[config.mk]
export PLATFORM = sky130hd
export DESIGN_NAME = ft_fault_injector
export DESIGN_NICKNAME = d
export VERILOG_FILES = /design/src/rtl/ft_pkg.sv /design/src/rtl/ft_lfsr.sv /design/src/rtl/ft_fault_injector.sv
export SDC_FILE = /design/constraint.sdc
export NUM_CORES = 1
export LEC_CHECK = 0
export CAP_MARGIN = 5
export CORE_AREA = 2 2 242 244
export CTS_CLUSTER_SIZE = 28
export DETAILED_ROUTE_END_ITERATION = 10
export DIE_AREA = 0 0 244 246
export SLEW_MARGIN = 0
export SYNTH_ARGS = -nofsm -noshare
export SYNTH_HDL_FRONTEND = slang
export SYNTH_SLANG_ARGS = --single-unit
[constraint.sdc]
create_clock -name clk_i -period 2.4 [get_ports clk_i]
set_input_delay 0.24 -clock clk_i [delete_from_list [all_inputs] [get_ports clk_i]]
set_output_delay 0.24 -clock clk_i [all_outputs]
set_load 0.01 [all_outputs]
[src/rtl/ft_pkg.sv]
// Shared types and constants for the lockstep fault-injection stage.
package ft_pkg;

  // Campaign controller states.
  typedef enum logic [2:0] {
    ST_IDLE   = 3'd0,
    ST_ARMED  = 3'd1,
    ST_INJECT = 3'd2,
    ST_WAIT   = 3'd3,
    ST_DONE   = 3'd4
  } ft_inj_state_e;

  // Width of every campaign counter.
  localparam int FT_CNT_W = 8;

  // Galois feedback mask for the 32-bit LFSR.
  localparam logic [31:0] FT_LFSR_POLY = 32'h8020_0003;

  // Default seed used when the integrator does not override it.
  localparam logic [31:0] FT_LFSR_SEED = 32'hACE1_2024;

  // Observation bundle: current controller state and raw LFSR contents.
  typedef struct packed {
    ft_inj_state_e state;
    logic [31:0]   lfsr;
  } ft_dbg_t;

  // Increment that sticks at all-ones instead of wrapping.
  function automatic logic [FT_CNT_W-1:0] sat_inc(input logic [FT_CNT_W-1:0] v);
    logic [FT_CNT_W-1:0] r;
    if (v == {FT_CNT_W{1'b1}}) r = v;
    else                       r = v + {{(FT_CNT_W-1){1'b0}}, 1'b1};
    return r;
  endfunction

endpackage

[src/rtl/ft_lfsr.sv]
// 32-bit Galois LFSR that advances only when enabled; a zero seed is
// replaced by 1 so the register can never lock up in the all-zero state.
module ft_lfsr #(
  parameter logic [31:0] SEED = 32'hACE1_2024,
  parameter logic [31:0] POLY = 32'h8020_0003
) (
  input  logic        clk_i,
  input  logic        rst_ni,
  input  logic        en,
  output logic [31:0] q
);

  localparam logic [31:0] SEED_EFF = (SEED == 32'd0) ? 32'd1 : SEED;

  logic [31:0] q_next;

  // Right-shifting Galois step: the bit shifted out selects the feedback mask.
  always_comb begin
    q_next = {1'b0, q[31:1]};
    if (q[0]) q_next = q_next ^ POLY;
  end

  // State register; holds its value whenever en is low.
  always_ff @(posedge clk_i or negedge rst_ni) begin
    if (!rst_ni)  q <= SEED_EFF;
    else if (en)  q <= q_next;
  end

endmodule

[src/rtl/ft_fault_injector.sv]
// On-chip single-bit fault injector for the lockstep comparison path.
// Flips one bit of one selected bus for one cycle, then watches error_i to
// classify the fault as detected or missed.
//
// Control semantics: arm_i is a level, not a handshake. While it is high a
// campaign runs; when it drops in any busy state the controller returns to
// IDLE on the next edge with counters frozen. force_inject_i is a single-cycle
// request sampled only in ARMED; it carries force_target_i/force_bit_i with it.
module ft_fault_injector
  import ft_pkg::*;
#(
  parameter int          NUM_TARGETS    = 8,
  parameter int          MAX_INJECT     = 10,
  parameter int          DETECT_TIMEOUT = 64,
  parameter logic [31:0] PC_LIMIT       = 32'h100,
  parameter logic [31:0] PROB_THRESH    = 32'd3,
  parameter logic [31:0] LFSR_SEED      = FT_LFSR_SEED,
  localparam int         TGT_W          = (NUM_TARGETS > 1) ? $clog2(NUM_TARGETS) : 1
) (
  input  logic                         clk_i,
  input  logic                         rst_ni,
  input  logic                         arm_i,
  input  logic                         force_inject_i,
  input  logic [TGT_W-1:0]             force_target_i,
  input  logic [4:0]                   force_bit_i,
  input  logic [31:0]                  pc_i,
  input  logic                         error_i,
  input  logic [NUM_TARGETS-1:0][31:0] sig_i,
  output logic [NUM_TARGETS-1:0][31:0] sig_o,
  output logic                         inject_o,
  output logic                         busy_o,
  output logic                         done_o,
  output logic [FT_CNT_W-1:0]          inj_cnt_o,
  output logic [FT_CNT_W-1:0]          det_cnt_o,
  output logic [FT_CNT_W-1:0]          miss_cnt_o,
  output logic [FT_CNT_W-1:0]          spur_cnt_o,
  output ft_dbg_t                      dbg_o
);

  localparam int TMR_W = (DETECT_TIMEOUT > 1) ? $clog2(DETECT_TIMEOUT) : 1;
  localparam logic [TMR_W-1:0]    TMO_LAST = TMR_W'(DETECT_TIMEOUT - 1);
  localparam logic [FT_CNT_W-1:0] INJ_MAX  = FT_CNT_W'(MAX_INJECT);

  ft_inj_state_e       state_q, state_d;
  logic [TGT_W-1:0]    tgt_q, tgt_d;
  logic [4:0]          bit_q, bit_d;
  logic [TMR_W-1:0]    timer_q, timer_d;
  logic [FT_CNT_W-1:0] inj_q, inj_d;
  logic [FT_CNT_W-1:0] det_q, det_d;
  logic [FT_CNT_W-1:0] miss_q, miss_d;
  logic [FT_CNT_W-1:0] spur_q, spur_d;
  logic [FT_CNT_W-1:0] inj_next;
  logic                error_q;
  logic                err_rise;
  logic                rand_hit;
  logic [31:0]         lfsr_q;

  // Random source; only consumes steps while waiting for an injection slot.
  ft_lfsr #(
    .SEED (LFSR_SEED),
    .POLY (FT_LFSR_POLY)
  ) u_lfsr (
    .clk_i  (clk_i),
    .rst_ni (rst_ni),
    .en     (state_q == ST_ARMED),
    .q      (lfsr_q)
  );

  assign err_rise = error_i & ~error_q;
  assign rand_hit = ({27'd0, lfsr_q[4:0]} < PROB_THRESH) && (pc_i < PC_LIMIT);
  assign inj_next = sat_inc(inj_q);

  // Next-state, fault selection and counter updates.
  always_comb begin
    state_d = state_q;
    tgt_d   = tgt_q;
    bit_d   = bit_q;
    timer_d = timer_q;
    inj_d   = inj_q;
    det_d   = det_q;
    miss_d  = miss_q;
    spur_d  = spur_q;

    unique case (state_q)
      ST_IDLE: begin
        if (arm_i) begin
          inj_d   = '0;
          det_d   = '0;
          miss_d  = '0;
          spur_d  = '0;
          state_d = ST_ARMED;
        end
      end

      ST_ARMED: begin
        if (!arm_i) begin
          state_d = ST_IDLE;
        end else begin
          // Any error seen while no fault is outstanding is spurious.
          if (err_rise) spur_d = sat_inc(spur_q);
          if (force_inject_i) begin
            tgt_d   = force_target_i;
            bit_d   = force_bit_i;
            state_d = ST_INJECT;
          end else if (rand_hit) begin
            tgt_d   = lfsr_q[8 +: TGT_W];
            bit_d   = lfsr_q[20:16];
            state_d = ST_INJECT;
          end
        end
      end

      ST_INJECT: begin
        if (!arm_i) begin
          state_d = ST_IDLE;
        end else begin
          inj_d   = inj_next;
          timer_d = '0;
          if (err_rise) begin
            det_d   = sat_inc(det_q);
            state_d = (inj_next == INJ_MAX) ? ST_DONE : ST_ARMED;
          end else begin
            state_d = ST_WAIT;
          end
        end
      end

      ST_WAIT: begin
        if (!arm_i) begin
          state_d = ST_IDLE;
        end else begin
          timer_d = timer_q + TMR_W'(1);
          if (err_rise) begin
            det_d   = sat_inc(det_q);
            state_d = (inj_q == INJ_MAX) ? ST_DONE : ST_ARMED;
          end else if (timer_q == TMO_LAST) begin
            miss_d  = sat_inc(miss_q);
            state_d = (inj_q == INJ_MAX) ? ST_DONE : ST_ARMED;
          end
        end
      end

      ST_DONE: begin
        if (!arm_i) state_d = ST_IDLE;
      end

      default: state_d = ST_IDLE;
    endcase
  end

  // Controller, fault-selection and counter registers.
  always_ff @(posedge clk_i or negedge rst_ni) begin
    if (!rst_ni) begin
      state_q <= ST_IDLE;
      tgt_q   <= '0;
      bit_q   <= '0;
      timer_q <= '0;
      inj_q   <= '0;
      det_q   <= '0;
      miss_q  <= '0;
      spur_q  <= '0;
      error_q <= 1'b0;
    end else begin
      state_q <= state_d;
      tgt_q   <= tgt_d;
      bit_q   <= bit_d;
      timer_q <= timer_d;
      inj_q   <= inj_d;
      det_q   <= det_d;
      miss_q  <= miss_d;
      spur_q  <= spur_d;
      error_q <= error_i;
    end
  end

  // Clean buses pass straight through; only the INJECT cycle alters one bit.
  always_comb begin
    sig_o = sig_i;
    if (state_q == ST_INJECT) begin
      sig_o[tgt_q] = sig_i[tgt_q] ^ (32'd1 << bit_q);
    end
  end

  assign inject_o   = (state_q == ST_INJECT);
  assign busy_o     = (state_q != ST_IDLE) && (state_q != ST_DONE);
  assign done_o     = (state_q == ST_DONE);
  assign inj_cnt_o  = inj_q;
  assign det_cnt_o  = det_q;
  assign miss_cnt_o = miss_q;
  assign spur_cnt_o = spur_q;
  assign dbg_o      = '{state: state_q, lfsr: lfsr_q};

endmodule

**Yosys cells after proc, flatten, opt, wreduce, memory -nomap -nowiden**

Index checks and enable logic that the tools add are counted.

- Register bits after elaboration: 82
- Output and inout bits: 326
- Word-level logic and storage cells: 114
- Input bits: 301

- Mux-type cells: 44
- Add/subtract/negate cells: 5
- Bitwise logic cells: 4
- Shift-type cells: 1
- Reductions and logical operators: 19
- Equality and inequality tests: 27
- Order comparisons: 4

Operators with widths:

| kind | count |
|---|---|
| 256-bit bitwise mux | 1 |
| 256-bit two-way mux | 1 |
| 8-bit two-way mux | 13 |
| 32-bit binary-select mux with 3-bit select | 1 |
| 32-bit demux with 3-bit select | 1 |
| 32-bit two-way mux | 3 |
| 8-bit case mux with 2 select lines | 4 |
| 3-bit two-way mux | 14 |
| 8-bit by 1-bit adder with 8-bit output (second input constant) | 4 |
| 8-bit equality test (second input constant) | 4 |
| 32-bit by 9-bit less-than comparator with 1-bit output (second input constant) | 1 |
| 1-bit by 5-bit << shifter with 32-bit output (first input constant) | 1 |
| 32-bit bitwise XOR | 1 |
| 2-bit != test (second input constant) | 11 |
| 8-bit by 4-bit equality test with 1-bit output (second input constant) | 2 |
| 3-bit case mux with 5 select lines | 1 |
| 6-bit two-way mux | 2 |
| 6-bit case mux with 2 select lines | 1 |
| 2-bit nonzero test | 6 |
| 5-bit two-way mux | 2 |
| 5-bit AND reduction | 2 |
| 3-bit AND reduction | 3 |
| 4-bit != test (second input constant) | 2 |
| 6-bit by 1-bit adder with 6-bit output (second input constant) | 1 |
| 18 further kinds | 22 |

**Depth between registers and ports, before layout**

- Depth in word-level cells: 7
- Mapped depth: 8

**Hierarchy**

A second synthesis with hierarchy kept.

- Cell total of the unflattened synthesis: 1,271
- Area, all modules: 9,303.9 um^2

By module, submodules not included:

| module | times used | area each (um^2) | cells an instance | sequential area each (um^2) |
|---|---|---|---|---|
| ft_fault_injector | 1 | 7,741.2 | 1,169 | 1,251.2 |
| ft_lfsr | 1 | 1,562.7 | 102 | 814.5 |

**Worst setup path after synthesis**

Ideal clock, no wire load.

- Path kind: register -> output
- From: register tgt_q[1]
- To: output sig_o[131] (netlist bit)
- Data arrival time: 1.818 ns
- Required time: 2.160 ns
- Buffers on the path: 3
- Setup slack: 0.342 ns
- Cell stages (with the launch flop): 9
- Path through: dfrtp_1 > buf_6 > and3_1 > buf_2 > buf_2 > a22oi_1 > nand4_1 > xor2_2 > o21ai_0

RTL lines:

| what | line | source |
|---|---|---|
| from (decl) | ft_fault_injector.sv:45 | `logic [TGT_W-1:0] tgt_q, tgt_d;` |
| from (signal assigned) | ft_fault_injector.sv:165 | `tgt_q <= tgt_d;` |
| to (decl) | ft_fault_injector.sv:29 | `output logic [NUM_TARGETS-1:0][31:0] sig_o,` |

==> metrics.csv <==
metric,value,unit
fin_nets,2376,
synth-async-reset-ratio,1.00,
instances_no_fill,2840,
antenna_found_initial,6,
maxCapViolCount,0,
power.internal,10.8,mW
grt_use_total,0.220,
core,0.0574,mm^2
syn_avg_cell_area,7.33,um^2
numPortBuffers,618,
hold_violations,0,
gp_congestion,0.963,
power_frac_seq,0.120,
fin_util,0.339,
ys_seq_area_frac,0.230,
synth.most_common_cell,nand2_1,
fmax,0.349,GHz
drive_gt1_frac,0.418,
worst_slew_pin_slew,0.646,ns
grt_pass1_wl,96.4,mm
hpwl,57.4,mm
skew,0.00822,ns
postRouteAntennaNets,0,
min_path_type,in2async,
rsz0062_at_grt,yes,
fin_crit_sh,1.19,
clockRootBuffer,clkbuf_16,
crit_type,reg2out,
nFillCells,6068,
dieWidth,244,um
ys_types,58,
clk_latency,0.35,ns
dp_worst_setup_slack,-0.605,ns
cts_tree,built,
r2r-start,spur_cnt_o[0],
drv_slew,0,
drc,0,
syn_nets,1532,
cts.sinks,82,
synth_common_cells,"nand2_1, o21ai_0, a22oi_1",
end_kind,output port,
rrSetupSlack,0.33,ns
drtIter0Drc,810,
clk_pin_slew,0.07,ns
switchingPower,9.02,mW
grt_pass1_vias,13000,
grt_start_max_net_pins,45,
wl_per_cell,25.3,um
crit_fanout,7,
start_util,0.156,
power-per-cell-area,1020,mW/mm^2
first_pass_iters,7,
area_growth,117,%
pwr-share-comb,0.810,
ios,627,
synthCells,1225,
p_leak,8.71,nW
synth.cell_area,0.00898,mm^2
viasPerCell,4.74,
status,"finished, violations left",
ir_worst_vdd,0.534,mV
tns,-78.64,ns
switching_share,0.455,
p_clk_frac,0.070,
die-height,246,um
crit_path_start_kind,flip-flop,
critPathArrivalTime,2.63,ns
fin_ws,-0.466,ns
cp_data_required_time,2.16,ns
r2r_cells,7,
rr_endpoint,spur_cnt_o[7],
htree_levels,3,
cts_buffers,9,
synth_edf_count,0,
clockBufferDepth,2,
ys.flop_type,dfrtp_1,
rows,88,
synth_area_leaders,"dfrtp_1, nand2_1, a22oi_1",
yosysWarnings,0,
vias,13500,
synth_area_leader_cell,dfrtp_1,
ys_ff_latch,82,
synth_top_area_frac,0.198,
p_total,19.8,mW
wirelength,71.9,mm
gr-total-overflow,0,
dieArea,0.0600,mm^2
setup_violations,256,
dp.cells,2733,
violations,negative setup slack,
maxSlewHeadroom,0.563,
period_needed,2.87,ns
## layer usage
metal	global-route usage	wire [um]	part of all wire	up-vias
met5	0	49	0.00068	-
met4	0.0735	3020	0.042	8
met3	0.0447	5130	0.071	118
met2	0.377	34200	0.48	636
met1	0.274	29500	0.41	6574
li1	-	-	-	6116
## critical path, stage by stage, from the launching register on
cell and delay (ns):
dfrtp_2 0.44, buf_6 0.15, nor3b_4 0.29, buf_6 0.16, clkbuf_16 0.15, a22oi_1 0.09, nand4_1 0.16, xor2_2 0.25
buf_4 0.17, buf_4 0.10, buf_4 0.10, o21ai_1 0.06, buf_2 0.14
## power groups by stage
stage          sequential, mW  combinational, mW  clock (mW)
2_1_floorplan            2.21               5.71           0
3_3_place_gp             2.37               11.8           0
3_5_place_dp             2.40               11.9           0
4_1_cts                  2.38               12.9        1.43
5_1_grt                  2.45               16.9        1.48
6_report                 2.37               16.1        1.38
## kinds of logic after synthesis
family / synth area share
buf+inv: 0.0820
xor+xnor: 0.0814
fa+ha+maj: 0.00836
mux: 0.0900
simple gates: 0.239
compound gates: 0.269
flops: 0.230
## registers in the layout (all words and copies together), names as in the netlist
signal and cells:
u_lfsr.q 32, det_cnt_o 8, inj_cnt_o 8, miss_cnt_o 8
spur_cnt_o 8, timer_q 6, bit_q 5, state_q 3
tgt_q 3, error_q 1
## repair_timing
item                                   4_1_cts  5_1_grt
cloned                                       1        6
buffers inserted                            23       68
pin swaps                                   28      124
resized for setup                          306      801
endpoints found under the hold margin       26        0
setup endpoints to repair                  256      256
hold buffers                                 1        0
## final cells by class
cell class	count	area (um^2)	share of cell area
Clock buffer	11	233	0.0120
Multi-Input combinational cell	1007	7150	0.368
Inverter	5	18.8	0.000965
Antenna cell	1	2.50	0.000129
Tap cell	765	957	0.0492
Sequential cell	82	2070	0.106
Timing Repair Buffer	964	8970	0.461
Clock inverter	5	55.1	0.00283
## stage by stage
| stage | area (um^2) | hold WS, ns |
|---|---|---|
| 5_1_grt | 19500 | 0.394 |
| 4_1_cts | 18500 | 0.374 |
| 3_3_place_gp | 17800 | 0.206 |
| 6_report | 19500 | 0.364 |
| 2_1_floorplan | 8980 | -0.0556 |
| 3_5_place_dp | 17800 | 0.211 |
## layout by cell type (no fill, tap or decap), types with 43 or more instances in the layout
master           count
nand2_1            274
a22oi_2             43
clkdlybuf4s50_1    361
buf_4              262
buf_12              48
o21ai_2             80
a22oi_1             85
dfrtp_1             68
nand4_1             45
o21ai_1            108
buf_6               96
nor2_1              48
mux2_2              52
buf_2              113
clkbuf_2            46
## worst max path at each step
stage,endpoint,startpoint,depth (start not counted)
3_3_place_gp,sig_o[28],tgt_q[0],7
2_1_floorplan,sig_o[131],tgt_q[1],8
5_1_grt,sig_o[116],tgt_q[1],12
6_report,sig_o[116],tgt_q[1],12
4_1_cts,sig_o[223],tgt_q[2],9
3_5_place_dp,sig_o[28],tgt_q[0],7
(Power assumes the default switching activity.)
==> RTL edit: new RTL, same settings <==
The package constant `FT_CNT_W` goes from 8 to 12.
--- a/src/rtl/ft_pkg.sv
+++ b/src/rtl/ft_pkg.sv
@@ -12,5 +12,5 @@
 
   // Width of every campaign counter.
-  localparam int FT_CNT_W = 8;
+  localparam int FT_CNT_W = 12;
 
   // Galois feedback mask for the 32-bit LFSR.
Ports: changed (resized det_cnt_o, inj_cnt_o, miss_cnt_o and spur_cnt_o); port bits go from 627 to 643. The function was not compared with the original's and may differ.
==> RTL edit against the unedited design <==
Hold slack improved by 0.0076 ns. The flow still finishes with violations (setup timing). Power increased by 5.8%. Sequential share of layout area increased by 0.54 points. Sequential power increased by 8.9%. Synthesized area increased by 10%. First-iteration DRC count increased by 12%. Sequential cell count increased by 16. Worst setup slack got worse by 0.049 ns. Wire length increased by 14%. Cell area increased by 14%. Critical path type unchanged.
==> RTL edit: results (changes against the unedited design) <==
| Metric | Value |
|---|---|
| Failing checks | setup timing |
| Total CTS buffers | 9 (unchanged) |
| CTS max path bufs | 2 (unchanged) |
| Largest net degree at the start of global routing | 44 (-2.2%) |
| First-pass GRT wire length | 108000 µm (+12%) |
| Finish-stage setup viols | 256 (unchanged) |
| Clock Skew | 0.0126 ns (+0.00442 ns) |
| Drt pass-1 iters | 5 (-2) |
| Initial antenna violation count | 7 (+1) |
| Top post-synthesis cells by area | dfrtp_1 (22%), o21ai_1 (13%), nand2_1 (13%), a22oi_1 (9.8%), mux2_2 (3.3%) |
| Met2 WL | 38700 µm (+13%) |
| Worst-path clk slew | 0.07 ns (about the same) |
| Commonest cells post-synth | nand2_1 (332), o21ai_1 (262), a22oi_1 (129) |
| Path depth of the worst reg2reg path | 7 (unchanged) |
| Met3 WL | 6340 µm (+23%) |
| Fillers | 5816 (-4.2%) |
| Wire per inst | 26.9 µm (+6.0%) |
| Worst skew pair latency | 0.37 ns (+0.02 ns) |
| H-tree depth | 3 (unchanged) |
| Async S/R FF share, synth | 100% (unchanged) |
| Register area share after synthesis | 25.0% (+2.0 points) |
| Mapped Nets | 1697 (+11%) |
| Final Util | 38.5% (+4.6 points) |
| Arr. time, crit path | 2.68 ns (+0.05 ns) |
| Worst r2r src | inj_cnt_o[1] |
| Met1 WL | 32200 µm (+9.1%) |
| CP top delay family | buffers and inverters |
| Vias/cell | 4.98 (+5.1%) |
| Max reg flops | 32 (unchanged) |
| Worst R2R End | inj_cnt_o[6] |
| Placer Congestion | 0.959 (-0.42%) |
| Crit path max fanout | 8 (+1) |
| Kind of critical path | reg2out |
| YS warnings | 0 (unchanged) |
| Vias in the first global route | 14.4k (+10%) |
| Buffers on Ports | 634 (+2.6%) |
| Total Routing Usage GR | 24.8% (+2.8 points) |
| Leakage | 9.50 nW (+9.1%) |
| Post-DP HPWL | 64100 µm (+12%) |
| Max stage delay on crit path | 0.44 ns (about the same) |
| Relative slew slack | 60.7% (+4.5 points) |
| Layout cells sized above 1 | 44.8% (+3.1 points) |
| Pins Over Slew Limit | 0 (unchanged) |
| VDD IR max | 0.680 mV (+27%) |
| Placed inst area | 0.0192 mm² (+7.6%) |
| Number of nets in the layout | 2598 (+9.3%) |
| Reg2reg setup slack | 0.20 ns (-0.13 ns) |
| Final WS setup | -0.516 ns (-0.0495 ns) |
| Outcome | finished, violations left |
| Distinct cell type count after synthesis | 69 (+19%) |
| Root Buffer | clkbuf_16 |
| Critical-path top delay cell | dfrtp_2 |
| DRT iter0 DRCs | 907 (+12%) |
RTL edit: cell types whose count changed after synthesis, sizes merged, moves of 8 or more:
| cell | before | now |
|---|---|---|
| nand2 | 282 | 333 |
| o21ai | 249 | 284 |
| mux2 | 62 | 29 |
| dfrtp | 71 | 87 |
| a21oi | 7 | 21 |
| nor2 | 50 | 64 |
| xnor2 | 23 | 35 |
| nand3 | 25 | 35 |
| nor3 | 13 | 22 |
| or3 | 2 | 10 |
RTL edit: report_power, final:
group / total [mW] / switching [mW] / leakage [nW] / internal, mW
combinational: 17.0 / 8.45 / 8.11 / 8.50
clock: 1.43 / 0.715 / 0.135 / 0.719
sequential: 2.58 / 0.444 / 1.26 / 2.14
total: 21.0 / 9.61 / 9.50 / 11.4
RTL edit: layout make-up:
class                      instances  area share, %
sequential                        98           11.2
clock buffer                      10           1.04
multi-input combinational       1147           37.8
antenna                            3         0.0340
tap                              765           4.33
inverter                          11          0.187
timing repair buffer            1023           45.2
clock inverter                     6          0.226
RTL edit: repair_timing:
item / CTS / global route
cloned: 3 / 11
endpoints found under the setup margin: 256 / 257
setup buffers: 23 / 95
gates resized for setup: 351 / 967
hold buffers: 1 / 0
hold endpoints to repair: 30 / 0
pin swaps: 40 / 214
RTL edit: worst max path at each step:
stage | startpoint | to | cells after the start
final | tgt_q[1] | sig_o[253] | 13
after global routing | tgt_q[2] | sig_o[98] | 10
after CTS | tgt_q[1] | sig_o[187] | 9
after detailed placement | tgt_q[1] | sig_o[33] | 8
after global placement | tgt_q[1] | sig_o[63] | 9
after floorplan | miss_cnt_o[0] | miss_cnt_o[10] | 7
RTL edit: layer usage:
metal | vias to the layer above | GRT usage, %
met1 | 7501 | 30.0
met5 | - | 0
met3 | 177 | 5.81
met4 | 12 | 9.13
li1 | 6815 | -
met2 | 748 | 42.7
RTL edit: logic make-up after synthesis:
kind of cell	Yosys count	synth area share, %
mux	40	4.42
fa+ha+maj	7	0.886
flops	98	25.0
simple gates	575	26.6
compound gates	463	28.0
buf+inv	144	7.17
xor+xnor	62	7.93
RTL edit: metrics by stage:
stage / setup TNS, ns / setup WS [ns] / cells / hold WS [ns]
3_5_place_dp: -104.20 / -0.659 / 2920 / 0.221
4_1_cts: -130.52 / -0.745 / 2962 / 0.367
6_report: -87.72 / -0.516 / 3063 / 0.372
3_3_place_gp: -92.84 / -0.610 / 2920 / 0.216
5_1_grt: -112.13 / -0.612 / 3060 / 0.379
2_1_floorplan: 0 / 0.359 / 1389 / -0.0556
